$ cat src/rtl/div_iter_if.sv
// Operand/result handshake bundle for the iterative fixed-point divider.
// The master drives operands and result-ready; the slave (divider) drives the rest.
interface div_iter_if #(
  parameter int D_W = 16
);
  logic           I_VLD;
  logic           O_RDY;
  logic [D_W-1:0] I_DIVIDEND;
  logic [D_W-1:0] I_DIVISOR;
  logic           O_VLD;
  logic           I_RDY;
  logic [D_W-1:0] O_QUOTIENT;
  logic           O_DIV0;
  logic           O_OVF;

  modport master (
    output I_VLD, I_DIVIDEND, I_DIVISOR, I_RDY,
    input  O_RDY, O_VLD, O_QUOTIENT, O_DIV0, O_OVF
  );

  modport slave (
    input  I_VLD, I_DIVIDEND, I_DIVISOR, I_RDY,
    output O_RDY, O_VLD, O_QUOTIENT, O_DIV0, O_OVF
  );
endinterface

$ cat src/rtl/div_iter.sv
// Signed Qm.FRAC_BIT divider: restoring division on magnitudes, BITS_PER_CYC bits per cycle,
// then sign and saturation in one extra cycle so latency is fixed at N_ITER+1 edges.
//   state  | meaning
//   S_IDLE | ready for operands
//   S_DIV  | N_ITER iteration cycles, then one finalize cycle
//   S_OUT  | result held until I_RDY
module div_iter #(
  parameter int D_W          = 16,
  parameter int FRAC_BIT     = 13,
  parameter int BITS_PER_CYC = 7
) (
  input logic       I_CLK,
  input logic       I_RST_N,
  div_iter_if.slave bus
);
  localparam int Q_W    = D_W + FRAC_BIT;
  localparam int N_ITER = (Q_W + BITS_PER_CYC - 1) / BITS_PER_CYC;
  localparam int CNT_W  = $clog2(N_ITER + 1);
  localparam logic [CNT_W-1:0] CNT_LAST = CNT_W'(N_ITER);
  localparam logic [Q_W-1:0]   LIM_POS  = {{(Q_W-D_W+1){1'b0}}, {(D_W-1){1'b1}}};
  localparam logic [Q_W-1:0]   LIM_NEG  = {{(Q_W-D_W){1'b0}}, 1'b1, {(D_W-1){1'b0}}};
  localparam logic [D_W-1:0]   Q_MAX    = {1'b0, {(D_W-1){1'b1}}};
  localparam logic [D_W-1:0]   Q_MIN    = {1'b1, {(D_W-1){1'b0}}};

  typedef enum logic [1:0] {S_IDLE, S_DIV, S_OUT} state_t;

  state_t           state_q;
  logic [CNT_W-1:0] cnt_q;
  logic [Q_W-1:0]   num_q, quo_q;
  logic [D_W:0]     rem_q;
  logic [D_W-1:0]   den_q;
  logic             a_neg_q, neg_q, div0_q;
  logic             vld_q, div0_out_q, ovf_q;
  logic [D_W-1:0]   res_q;

  logic [Q_W-1:0]   num_d, quo_d;
  logic [D_W:0]     rem_d;
  logic [D_W-1:0]   res_d;
  logic             ovf_d;
  logic [D_W-1:0]   a_mag, b_mag;

  // Magnitudes kept at D_W bits unsigned so the most negative operand is exact.
  assign a_mag = bus.I_DIVIDEND[D_W-1] ? (~bus.I_DIVIDEND + 1'b1) : bus.I_DIVIDEND;
  assign b_mag = bus.I_DIVISOR[D_W-1]  ? (~bus.I_DIVISOR + 1'b1)  : bus.I_DIVISOR;

  always_comb begin
    rem_d = rem_q;
    num_d = num_q;
    quo_d = quo_q;
    for (int j = 0; j < BITS_PER_CYC; j++) begin
      // The last iteration only resolves whatever bits remain of Q_W.
      if (int'(cnt_q) * BITS_PER_CYC + j < Q_W) begin
        rem_d = {rem_d[D_W-1:0], num_d[Q_W-1]};
        num_d = {num_d[Q_W-2:0], 1'b0};
        if (rem_d >= {1'b0, den_q}) begin
          rem_d = rem_d - {1'b0, den_q};
          quo_d = {quo_d[Q_W-2:0], 1'b1};
        end else begin
          quo_d = {quo_d[Q_W-2:0], 1'b0};
        end
      end
    end
  end

  always_comb begin
    res_d = quo_q[D_W-1:0];
    ovf_d = 1'b0;
    if (div0_q) begin
      res_d = a_neg_q ? Q_MIN : Q_MAX;
      ovf_d = 1'b1;
    end else if (!neg_q) begin
      if (quo_q > LIM_POS) begin
        res_d = Q_MAX;
        ovf_d = 1'b1;
      end
    end else if (quo_q > LIM_NEG) begin
      res_d = Q_MIN;
      ovf_d = 1'b1;
    end else begin
      res_d = -quo_q[D_W-1:0];
    end
  end

  always_ff @(posedge I_CLK or negedge I_RST_N) begin
    if (!I_RST_N) begin
      state_q    <= S_IDLE;
      cnt_q      <= '0;
      num_q      <= '0;
      quo_q      <= '0;
      rem_q      <= '0;
      den_q      <= '0;
      a_neg_q    <= 1'b0;
      neg_q      <= 1'b0;
      div0_q     <= 1'b0;
      vld_q      <= 1'b0;
      div0_out_q <= 1'b0;
      ovf_q      <= 1'b0;
      res_q      <= '0;
    end else begin
      case (state_q)
        S_IDLE: begin
          if (bus.I_VLD) begin
            num_q   <= {a_mag, {FRAC_BIT{1'b0}}};
            den_q   <= b_mag;
            rem_q   <= '0;
            quo_q   <= '0;
            cnt_q   <= '0;
            a_neg_q <= bus.I_DIVIDEND[D_W-1];
            neg_q   <= bus.I_DIVIDEND[D_W-1] ^ bus.I_DIVISOR[D_W-1];
            div0_q  <= (bus.I_DIVISOR == '0);
            state_q <= S_DIV;
          end
        end
        S_DIV: begin
          if (cnt_q == CNT_LAST) begin
            res_q      <= res_d;
            ovf_q      <= ovf_d;
            div0_out_q <= div0_q;
            vld_q      <= 1'b1;
            state_q    <= S_OUT;
          end else begin
            num_q <= num_d;
            rem_q <= rem_d;
            quo_q <= quo_d;
            cnt_q <= cnt_q + 1'b1;
          end
        end
        S_OUT: begin
          if (bus.I_RDY) begin
            vld_q      <= 1'b0;
            res_q      <= '0;
            ovf_q      <= 1'b0;
            div0_out_q <= 1'b0;
            state_q    <= S_IDLE;
          end
        end
        default: state_q <= S_IDLE;
      endcase
    end
  end

  assign bus.O_RDY      = (state_q == S_IDLE);
  assign bus.O_VLD      = vld_q;
  assign bus.O_QUOTIENT = res_q;
  assign bus.O_DIV0     = div0_out_q;
  assign bus.O_OVF      = ovf_q;
endmodule

$ cat src/flat_wrapper.sv
// flat-port wrapper written by rule: the top's interface ports become plain ports
module div_iter_flat 
#(
  parameter int D_W          = 16,
  parameter int FRAC_BIT     = 13,
  parameter int BITS_PER_CYC = 7
)
  (I_CLK, I_RST_N, bus_I_VLD, bus_I_DIVIDEND, bus_I_DIVISOR, bus_I_RDY, bus_O_RDY, bus_O_VLD, bus_O_QUOTIENT, bus_O_DIV0, bus_O_OVF);
  div_iter_if #(.D_W(D_W)) bus_i ();
  input logic I_CLK;
  input logic I_RST_N;
  input wire logic [$bits(bus_i.I_VLD)-1:0] bus_I_VLD;
  input wire logic [$bits(bus_i.I_DIVIDEND)-1:0] bus_I_DIVIDEND;
  input wire logic [$bits(bus_i.I_DIVISOR)-1:0] bus_I_DIVISOR;
  input wire logic [$bits(bus_i.I_RDY)-1:0] bus_I_RDY;
  output wire logic [$bits(bus_i.O_RDY)-1:0] bus_O_RDY;
  output wire logic [$bits(bus_i.O_VLD)-1:0] bus_O_VLD;
  output wire logic [$bits(bus_i.O_QUOTIENT)-1:0] bus_O_QUOTIENT;
  output wire logic [$bits(bus_i.O_DIV0)-1:0] bus_O_DIV0;
  output wire logic [$bits(bus_i.O_OVF)-1:0] bus_O_OVF;
  assign bus_i.I_VLD = bus_I_VLD;
  assign bus_i.I_DIVIDEND = bus_I_DIVIDEND;
  assign bus_i.I_DIVISOR = bus_I_DIVISOR;
  assign bus_i.I_RDY = bus_I_RDY;
  assign bus_O_RDY = bus_i.O_RDY;
  assign bus_O_VLD = bus_i.O_VLD;
  assign bus_O_QUOTIENT = bus_i.O_QUOTIENT;
  assign bus_O_DIV0 = bus_i.O_DIV0;
  assign bus_O_OVF = bus_i.O_OVF;
  div_iter #(.D_W(D_W), .FRAC_BIT(FRAC_BIT), .BITS_PER_CYC(BITS_PER_CYC)) u_core (.I_CLK(I_CLK), .I_RST_N(I_RST_N), .bus(bus_i));
endmodule
$ cat config.mk
export PLATFORM = sky130hd
export DESIGN_NAME = div_iter_flat
export DESIGN_NICKNAME = d
export VERILOG_FILES = /design/src/rtl/div_iter_if.sv /design/src/rtl/div_iter.sv /design/src/flat_wrapper.sv
export SDC_FILE = /design/constraint.sdc
export NUM_CORES = 1
export LEC_CHECK = 0
export ABC_AREA = 1
export ABC_CLOCK_PERIOD_IN_PS = 47700
export CORE_MARGIN = 2
export CORE_UTILIZATION = 50
export CTS_CLUSTER_SIZE = 30
export DETAILED_ROUTE_END_ITERATION = 16
export PLACE_DENSITY_LB_ADDON = 0.05
export SLEW_MARGIN = 5
export SYNTH_ARGS = -nofsm -noshare
export SYNTH_HDL_FRONTEND = slang
export SYNTH_SLANG_ARGS = --single-unit
$ cat constraint.sdc
create_clock -name I_CLK -period 47.7 [get_ports I_CLK]
set_input_delay 14.31 -clock I_CLK [delete_from_list [all_inputs] [get_ports I_CLK]]
set_output_delay 14.31 -clock I_CLK [all_outputs]
set_load 0.01 [all_outputs]
=== Word-level counts from Yosys, hierarchy flattened ===
Index checks and enable logic that the tools add are counted.

* Muxes and demuxes: 72
* Reductions and logical operators: 9
* Bitwise logic cells: 3
* Magnitude comparators: 16
* Add/subtract/negate cells: 17
* Div/mod/pow operators: 0
* $mul: 1
* Equality and inequality tests: 8
* Shift operators: 0

{| class="wikitable"
|+ Operators by type and width
! cell !! count
|-
| 2-to-1 mux 29 bit || 18
|-
| 2-to-1 mux 16 bit || 25
|-
| < comparator 32 x 6 -> 1 bit, second input constant || 7
|-
| >= comparator 17 x 16 -> 1 bit || 7
|-
| one-hot mux 29 bit (2 select lines) || 2
|-
| subtractor 16 bit || 7
|-
| adder 32 x 4 -> 32 bit, second input constant || 3
|-
| adder 32 x 3 -> 32 bit, second input constant || 2
|-
| one-hot mux 16 bit (2 select lines) || 2
|-
| adder 16 x 1 -> 16 bit, second input constant || 2
|-
| adder 32 x 2 -> 32 bit, second input constant || 1
|-
| NOT 16 bit || 2
|-
| greater-than comparator 29 x 15 -> 1 bit, second input constant || 1
|-
| greater-than comparator 29 x 16 -> 1 bit, second input constant || 1
|-
| logical NOT 16 bit || 1
|-
| negator 16 bit || 1
|-
| 2-to-1 mux 1 bit || 15
|-
| AND reduction 3 bit || 3
|-
| inequality test 8 x 1 -> 1 bit, second input constant || 1
|-
| multiplier 3 x 3 -> 6 bit, second input constant || 1
|-
| 2-to-1 mux 2 bit || 3
|-
| 2-to-1 mux 3 bit || 2
|-
| inequality test 2 bit, second input constant || 3
|-
| one-hot mux 1 bit (2 select lines) || 3
|-
| other kinds (12) || 13
|}

* Register bits after elaboration: 117
* Output and inout bits: 20
* Bits in writable memories: 0
* Memories: 0
* Latch bits: 0
* ROM bits: 0
* Word-level logic and storage cells: 140
* Bits of input ports: 36

=== Logic depth before layout (Yosys ltp) ===
Gate-level depths: netlist of the first run.

* Depth in word-level cells: 23
* Mapped depth: 114

=== Worst setup path after synthesis of the first run ===
OpenSTA, ideal clock, no wires.

* Path type: reg-to-reg
* Start: register u_core.cnt_q[0]
* End: register u_core.quo_q[0]
* Library setup time: 0.128 ns
* Data arrival time: 16.131 ns
* Period minus slack after synthesis: 16.259 ns
* Setup slack: 31.441 ns
* Data required time: 47.572 ns
* Cell stages (with the launch flop): 109
* Path through: dfrtp_1 > fa_1 > ha_1 > inv_1 > fa_1 > inv_1 > ha_1 > inv_1 > nor3_4 > nor2_8 > inv_2 > nor2_4 > inv_1 > or2_0 > and3_1 > ha_1 > inv_1 > o21ai_0 > [73 not listed] > a21oi_1 > o21bai_1 > nand3_1 > nand2_1 > a21oi_1 > o21bai_1 > nand3_1 > nand2_1 > a21o_1 > a21oi_1 > inv_1 > a21oi_1 > o21bai_1 > a21oi_2 > nand4_4 > buf_12 > o21ai_1 > o21ai_1

* Cells in the longest elaborated chain, start to end: 23
* Elaborated cells on any way between the ends: 60
* Those cells by class: add/sub (11); mul (1); order compare (13); eq/ne (2); mux (32); reduce/logical (1)

{| class="wikitable"
|+ Ends and longest elaborated chain
! item !! RTL line !! text
|-
| start: declaration || div_iter.sv:28 || <nowiki>logic [CNT_W-1:0] cnt_q;</nowiki>
|-
| start signal: assignment || div_iter.sv:125 || <nowiki>cnt_q <= cnt_q + 1'b1;</nowiki>
|-
| multiplier 3 x 3 -> 6 bit || div_iter.sv:52 || <nowiki>if (int'(cnt_q) * BITS_PER_CYC + j < Q_W) begin</nowiki>
|-
| < comparator 32 x 6 -> 1 bit || div_iter.sv:52 ||
|-
| 2-to-1 mux 29 bit / 2-to-1 mux 16 bit (equally long branches) || div_iter.sv:52 ||
|-
| subtractor 16 bit / >= comparator 17 x 16 -> 1 bit (equally long branches) || div_iter.sv:56, div_iter.sv:55 ||
|-
| 2-to-1 mux 16 bit || div_iter.sv:55 || <nowiki>if (rem_d >= {1'b0, den_q}) begin</nowiki>
|-
| 2-to-1 mux 16 bit || div_iter.sv:52 ||
|-
| subtractor 16 bit / >= comparator 17 x 16 -> 1 bit (equally long branches) || div_iter.sv:56, div_iter.sv:55 ||
|-
| 2-to-1 mux 16 bit || div_iter.sv:55 ||
|-
| [7 not listed] || - ||
|-
| subtractor 16 bit / >= comparator 17 x 16 -> 1 bit (equally long branches) || div_iter.sv:56, div_iter.sv:55 ||
|-
| 2-to-1 mux 16 bit || div_iter.sv:55 ||
|-
| 2-to-1 mux 16 bit || div_iter.sv:52 ||
|-
| >= comparator 17 x 16 -> 1 bit || div_iter.sv:55 ||
|-
| 2-to-1 mux 1 bit || div_iter.sv:55 ||
|-
| 2-to-1 mux 29 bit || div_iter.sv:52 ||
|-
| 2-to-1 mux 29 bit || div_iter.sv:115 || <nowiki>if (cnt_q == CNT_LAST) begin</nowiki>
|-
| one-hot mux 29 bit (2 select lines) || div_iter.sv:100 || <nowiki>case (state_q)</nowiki>
|-
| end signal: assignment || div_iter.sv:124 || <nowiki>quo_q <= quo_d;</nowiki>
|-
| end: declaration || div_iter.sv:29 || <nowiki>logic [Q_W-1:0] num_q, quo_q;</nowiki>
|}

Several ways; a longest one is shown, not always the timed one. The select of a mux whose other input is x is not followed.
A chain may end at the register's enable or synchronous reset.

=== Worst setup path after layout of the first run ===
* Start: register u_core.cnt_q[0]
* End: register u_core.rem_q[1]

* Cells in the longest elaborated chain, start to end: 23
* Elaborated cells on any way between the ends: 50
* Those cells by class: add/sub (12); mul (1); order compare (13); eq/ne (2); mux (21); reduce/logical (1)

{| class="wikitable"
|+ Ends and longest elaborated chain
! item !! RTL line !! text
|-
| multiplier 3 x 3 -> 6 bit || div_iter.sv:52 ||
|-
| < comparator 32 x 6 -> 1 bit || div_iter.sv:52 ||
|-
| 2-to-1 mux 29 bit / 2-to-1 mux 16 bit (equally long branches) || div_iter.sv:52 ||
|-
| subtractor 16 bit / >= comparator 17 x 16 -> 1 bit (equally long branches) || div_iter.sv:56, div_iter.sv:55 ||
|-
| 2-to-1 mux 16 bit || div_iter.sv:55 ||
|-
| 2-to-1 mux 16 bit || div_iter.sv:52 ||
|-
| subtractor 16 bit / >= comparator 17 x 16 -> 1 bit (equally long branches) || div_iter.sv:56, div_iter.sv:55 ||
|-
| 2-to-1 mux 16 bit || div_iter.sv:55 ||
|-
| [7 not listed] || - ||
|-
| >= comparator 17 x 16 -> 1 bit / subtractor 16 bit (equally long branches) || div_iter.sv:55, div_iter.sv:56 ||
|-
| 2-to-1 mux 16 bit || div_iter.sv:55 ||
|-
| 2-to-1 mux 16 bit || div_iter.sv:52 ||
|-
| subtractor 16 bit / >= comparator 17 x 16 -> 1 bit (equally long branches) || div_iter.sv:56, div_iter.sv:55 ||
|-
| 2-to-1 mux 16 bit || div_iter.sv:55 ||
|-
| 2-to-1 mux 16 bit || div_iter.sv:52 ||
|-
| 2-to-1 mux 16 bit || div_iter.sv:115 ||
|-
| one-hot mux 16 bit (2 select lines) || div_iter.sv:100 ||
|-
| end signal: assignment || div_iter.sv:123 || <nowiki>rem_q <= rem_d;</nowiki>
|-
| end: declaration || div_iter.sv:30 || <nowiki>logic [D_W:0] rem_q;</nowiki>
|}

Several ways; a longest one is shown, not always the timed one. The select of a mux whose other input is x is not followed.

==> results of run 1 <==
==> cell type report <==
type / count / area share [%]
multi-input cells: 2448 / 68.31
clock buffers: 18 / 2.138
well taps: 468 / 2.918
flip-flops and latches: 117 / 14.59
clock inverters: 14 / 0.8790
inverters: 390 / 7.319
repair buffers: 85 / 3.853
==> metal layers <==
metal | routed length, µm | track usage, % | up-vias
met2 | 27730 | 52.07 | 702
li1 | - | - | 10232
met4 | 1221 | 8.354 | 2
met1 | 30050 | 47.55 | 9465
met3 | 4766 | 4.098 | 76
met5 | 11 | 0 | -
==> flip-flops by register name, summed over array words and instances (netlist names) <==
register               flops
u_core.num_q              29
u_core.quo_q              29
u_core.bus.O_QUOTIENT     16
u_core.den_q              16
u_core.rem_q              16
u_core.cnt_q               3
u_core.state_q             2
u_core.a_neg_q             1
u_core.bus.O_DIV0          1
u_core.bus.O_OVF           1
u_core.bus.O_VLD           1
u_core.div0_q              1
u_core.neg_q               1
==> per-stage QoR <==
step,setup WS [ns],util [%]
floorplan,31.44,-
global placement,28.24,53.04
detailed placement,27.64,53.04
CTS,27.53,54.69
global route,25.37,54.69
finish,27.20,54.69
==> layout by cell type, fill, tap and decap left out, types with 19 or more instances in the layout <==
master	synthesis	final
nand3_2	19	19
o22ai_1	42	42
ha_1	132	132
mux2i_1	77	77
nor2_1	181	179
nand3_1	219	219
buf_4	3	31
o21ai_0	396	396
xnor2_1	38	38
clkdlybuf4s50_1	0	54
nand2_1	845	841
nand4_1	38	38
nor3_1	29	29
inv_1	372	371
dfrtp_1	117	117
a31oi_1	23	23
or2_2	24	24
o211ai_1	21	21
a21oi_1	141	141
xor2_1	52	52
==> cells by family after synthesis <==
family                   share of synthesized area [%]
multiplexers                                     4.127
AO/OA/AOI/OAI                                    20.84
AND/OR/NAND/NOR                                  34.14
buffers and inverters                            11.08
adder cells (fa/ha/maj)                          9.915
flip-flops                                       15.68
XOR/XNOR                                         4.221
==> path summary, 6_finish.rpt <==
check                                                    end  slack (ns)  depth (start not counted)
worst max register to register   u_core.rem_q[1]$_DFFE_PN0P_       27.20                        103
worst min register to register   u_core.den_q[9]$_DFFE_PN0P_        0.49                          2
max in group asynchronous        u_core.den_q[5]$_DFFE_PN0P_       32.37                          2
worst max-delay path             u_core.rem_q[1]$_DFFE_PN0P_       27.20                        103
min in group asynchronous       u_core.num_q[22]$_DFFE_PN0P_       13.97                          1
worst min-delay path             u_core.den_q[9]$_DFFE_PN0P_        0.49                          2
==> tightest hold or removal path, stage by stage (launching register included) <==
cell and delay [ns]:
dfrtp_1 0.34, nand2_1 0.05, o21ai_0 0.06
==> impl_metrics.py, run 1 <==
metrics = {
    "status": {
        "status": "finished clean",
    },
    "sta": {
        "rsz0062_at_grt": "no",
        "post-route-period-util_pct": 42.98,
        "totalNegativeSetupSlack_ns": 0,
        "fin_skew_ns": 0.01120,
        "setup_viol": 0,
        "slew_violations": 0,
        "fmax_ghz": 0.04878,
        "worst_pin_slew_ns": 1.167,
        "fin_crit_ns": 20.50,
        "final-hold-violation-count": 0,
        "relSlewSlack_pct": 21.94,
        "fin_hold_ws_ns": 0.4865,
    },
    "cts": {
        "post_cts_buffers": 0,
        "cts.clk_slew.worst_paths_ns": 0.06,
        "holdBufCountCts": 0,
        "cts_buffers": 17,
        "cts.path.max_buffers": 2,
        "htreeDepth": 4,
        "ctsResizeCount": 0,
        "clk_latency_ns": 0.44,
        "cts_num_sinks": 117,
        "cts_root_buf": "clkbuf_16",
        "cts_tree": "yes",
    },
    "finish": {
        "multi_input_area_mm2": 0.01371,
        "regArea_mm2": 0.002928,
        "area_growth_syn_to_layout_pct": 7.463,
        "n_antenna_cell": 0,
        "final_layout_size_suffix_gt1_share_pct": 5.859,
        "fin_cells": 3540,
        "final_cell_area_mm2": 0.02007,
        "num-nets-final": 3237,
        "fillers": 3749,
    },
    "grt": {
        "antenna_found_initial": 1,
        "grt_pass1_wl_um": 101900,
        "grt_overflow": 0,
        "grt_max_degree": 97,
        "gr-usage-all-layers_pct": 32.99,
        "grt_pass1_vias": 19094,
    },
    "worst_setup_path": {
        "critPathKind": "flop to flop",
        "r2r_start": "u_core.cnt_q[0]$_DFFE_PN0P_",
        "endpoint_kind": "flop",
        "crit_start": "u_core.cnt_q[0]$_DFFE_PN0P_",
        "critPathSlowestCell": "a221oi_1",
        "crit_top_cell": "nand2_1",
        "worstPathArrival_ns": 20.82,
        "slowest_delay_ns": 0.74,
        "crit_required_ns": 48.02,
        "worstPathMaxFanout": 96,
        "cpLargestDelayFamily": "simple AND/OR/NAND/NOR gates",
        "setup.worst_path.start_class": "flop",
        "path_buf_inv": 15,
    },
    "detailed_routing": {
        "drt-initial-drc-count": 1776,
        "vias": 20477,
        "antenna_left": 0,
        "via_per_inst": 5.784,
        "drc": 0,
        "drt_wl_total_um": 63780,
        "firstDrtPassIters": 8,
        "wire_per_inst_um": 18.02,
    },
    "yosys": {
        "yosysSeqAreaShare_pct": 15.68,
        "yosys-top-cells-area": "nand2_1 17%, dfrtp_1 16%, o21ai_0 11%, ha_1 8.8%, inv_1 7.5%",
        "synth_flop_cell": "dfrtp_1",
        "synth_cell_types": 67,
        "syn_inst": 3090,
        "synthArstFlopShare_pct": 100.0,
        "synthesis.nets": 3268,
        "synth_top_cell_by_area": "nand2_1",
        "ys_top_cells_by_count": "845 x nand2_1, 396 x o21ai_0, 372 x inv_1",
        "post-synth-top-count-cell": "nand2_1",
        "synth_edf_count": 0,
        "syn_avg_cell_area_um2": 6.044,
        "synthDominantCellAreaShare_pct": 16.98,
        "synth_seq_cells": 117,
        "synth_warnings": 0,
        "syn_area_mm2": 0.01868,
    },
    "place": {
        "post-place-cells": 3508,
        "place_area_mm2": 0.01946,
        "port_buffers": 55,
        "gp_congestion": 0.9716,
        "place_hpwl_um": 47570,
    },
    "die": {
        "io_pins": 56,
        "die_w_um": 197.3,
        "core_region_area_mm2": 0.03670,
        "rows": 70,
        "start_util_pct": 50.89,
        "die-area_mm2": 0.03892,
        "die_h_um": 197.3,
    },
    "hold_path": {
        "hold_path_class": "flop to flop",
        "hp-start": "u_core.den_q[9]$_DFFE_PN0P_",
    },
    "flow_run": {
        "max_cap_violations": 0,
    },
}
Power of run 1 is left out: the tool's default activity adds up to more than one toggle a clock period on the data nets, which glitch-free logic cannot reach.
==> inputs of run 2 (changes only) <==
--- a/config.mk
+++ b/config.mk
@@ -6,7 +6,7 @@
 export NUM_CORES = 1
 export LEC_CHECK = 0
 export ABC_AREA = 1
-export ABC_CLOCK_PERIOD_IN_PS = 47700
+export ABC_CLOCK_PERIOD_IN_PS = 16400
 export CORE_MARGIN = 2
 export CORE_UTILIZATION = 50
 export CTS_CLUSTER_SIZE = 30
==> constraint.sdc (replaced) <==
create_clock -name I_CLK -period 16.4 [get_ports I_CLK]
set_input_delay 4.92 -clock I_CLK [delete_from_list [all_inputs] [get_ports I_CLK]]
set_output_delay 4.92 -clock I_CLK [all_outputs]
set_load 0.01 [all_outputs]
==> run 2 against run 1 <==
Compared with the run above: critical path depth shrank 2; count of clock-buffer cells in the layout shrank 1; final area grew 7.1%; die area is the same; cell count grew 3.2%; worst hold slack lost 0.0026 ns; setup slack lost 27 ns; critical path type unchanged; critical endpoint is now u_core.rem_q[2]$_DFFE_PN0P_.
==> impl_metrics.py, run 2 (same netlist as run 1, synthesis figures left out) <==
metrics = {
    "grt": {
        "met1_usage_pct": 47.41,
        "grt_busiest_layer": "met2",
        "grt_pass1_wl_um": 106300,
        "grtUsageMet2_pct": 54.34,
        "antenna_found_initial": 3,
        "grt_max_degree": 88,
        "grt_overflow": 0,
        "grt_use_met3_pct": 8.400,
        "gr-usage-all-layers_pct": 34.62,
        "grt_pass1_vias": 19862,
    },
    "sta": {
        "setup_viol": 0,
        "final-hold-violation-count": 0,
        "fmax_ghz": 0.06339,
        "fin_crit_ns": 15.78,
        "fin_skew_ns": 0.01797,
        "post-route-period-util_pct": 96.19,
        "relSlewSlack_pct": 35.46,
        "worst_pin_slew_ns": 0.9681,
        "slew_violations": 0,
    },
    "detailed_routing": {
        "antenna_left": 0,
        "wire_per_inst_um": 18.48,
        "drc": 0,
        "drt_wl_total_um": 67540,
        "firstDrtPassIters": 7,
        "vias": 21278,
        "drt-initial-drc-count": 2088,
        "via_per_inst": 5.823,
    },
    "cts": {
        "cts.path.max_buffers": 2,
        "cts_buffers": 17,
        "htreeDepth": 4,
        "cts_num_sinks": 117,
        "holdBufCountCts": 0,
        "cts.clk_slew.worst_paths_ns": 0.06,
        "cts_tree": "yes",
        "clk_latency_ns": 0.46,
        "cts_root_buf": "clkbuf_16",
    },
    "finish": {
        "final_cell_mix": "830 x nand2_1, 384 x o21ai_0, 354 x inv_1, 210 x nand3_1, 170 x nor2_1",
        "largest_registers": "u_core.num_q: 29 flops, u_core.quo_q: 29 flops",
        "area_growth_syn_to_layout_pct": 15.07,
        "num-nets-final": 3352,
        "fillers": 3780,
        "n_antenna_cell": 0,
        "final_layout_size_suffix_gt1_share_pct": 12.93,
        "final_common_cell": "nand2_1",
        "fin_cells": 3654,
    },
    "worst_setup_path": {
        "endpoint_kind": "flop",
        "critPathSlowestCell": "fa_1",
        "setup.worst_path.start_class": "flop",
        "slowest_delay_ns": 0.56,
        "crit_top_cell": "nand2_1",
        "worstPathArrival_ns": 16.11,
        "crit_required_ns": 16.73,
        "worstPathMaxFanout": 12,
        "crit_start": "u_core.cnt_q[0]$_DFFE_PN0P_",
        "r2r_start": "u_core.cnt_q[0]$_DFFE_PN0P_",
        "critPathKind": "flop to flop",
    },
    "place": {
        "post-place-cells": 3582,
        "gp_congestion": 1.003,
        "port_buffers": 55,
        "place_hpwl_um": 50510,
    },
    "hold_path": {
        "hp-start": "u_core.den_q[8]$_DFFE_PN0P_",
        "hold_path_class": "flop to flop",
    },
    "die": {
        "die_h_um": 197.3,
        "core_region_area_mm2": 0.03670,
        "die_w_um": 197.3,
        "rows": 70,
        "die-area_mm2": 0.03892,
        "start_util_pct": 50.89,
        "io_pins": 56,
    },
    "status": {
        "status": "finished clean",
    },
    "flow_run": {
        "max_cap_violations": 0,
    },
}
[run 2: cell types whose count changed in the layout (fill, tap and decap cells not counted), sizes merged]
cell,previous run,this run
buf,31,145
clkbuf,18,17
bufinv,3,0
nand2,860,861
clkinv,8,11
[run 2: through the flow]
stage                     cell area (µm²)  hold slack, ns  setup slack (ns)  TNS, ns  utilization (%)
after CTS                           20630          0.4918          0.007924        0            56.22
after detailed placement            20020          0.4772           -0.6555   -10.27            54.56
after global placement              20020          0.4678           -0.2584   -3.386            54.56
after global routing                21490          0.5215           -0.2673   -3.066            58.56
after floorplan                     18680          0.4530            0.1413        0                -
final                               21490          0.4839            0.6249        0            58.56
[run 2: routing by layer]
metal	share of wire [%]	routed length (µm)
met1	45	30140
met2	44	29490
met3	9.7	6584
met4	1.9	1272
met5	0.067	45
[run 2: critical path, delay by kind of cell, from the launching register on]
family          cells  cell delay, ns
simple gates       39            4.25
fa+ha+maj          10            3.33
buf+inv            19            2.14
flops               1            0.40
compound gates     33            5.52
[run 2: final timing paths]
path / endpoint / slack, ns / depth (start not counted)
setup / recovery: u_core.rem_q[2]$_DFFE_PN0P_ / 0.62 / 101
hold / removal: u_core.den_q[8]$_DFFE_PN0P_ / 0.48 / 2
setup reg to reg: u_core.rem_q[2]$_DFFE_PN0P_ / 0.62 / 101
hold reg to reg: u_core.den_q[8]$_DFFE_PN0P_ / 0.48 / 2
max in group asynchronous: u_core.bus.O_QUOTIENT[11]$_DFFE_PN0P_ / 10.42 / 2
min in group asynchronous: u_core.num_q[23]$_DFFE_PN0P_ / 4.63 / 1
[run 2: layout make-up]
class                   count  area [µm²]  area share (%)
clock buffers              17       425.4           1.979
inverters                 390        1481           6.893
well taps                 468       585.6           2.725
clock inverters            14       106.4          0.4948
flip-flops and latches    117        2928           13.62
multi-input cells        2449       14300           66.53
repair buffers            199        1668           7.760
[run 2: repair_timing]
action	in CTS	in global routing
pin swaps	2	45
cloned	0	1
gates resized for setup	9	144
setup endpoints to repair	17	17
buffers inserted	5	35
hold endpoints to repair	0	0
Power of run 2 is left out for the same reason.
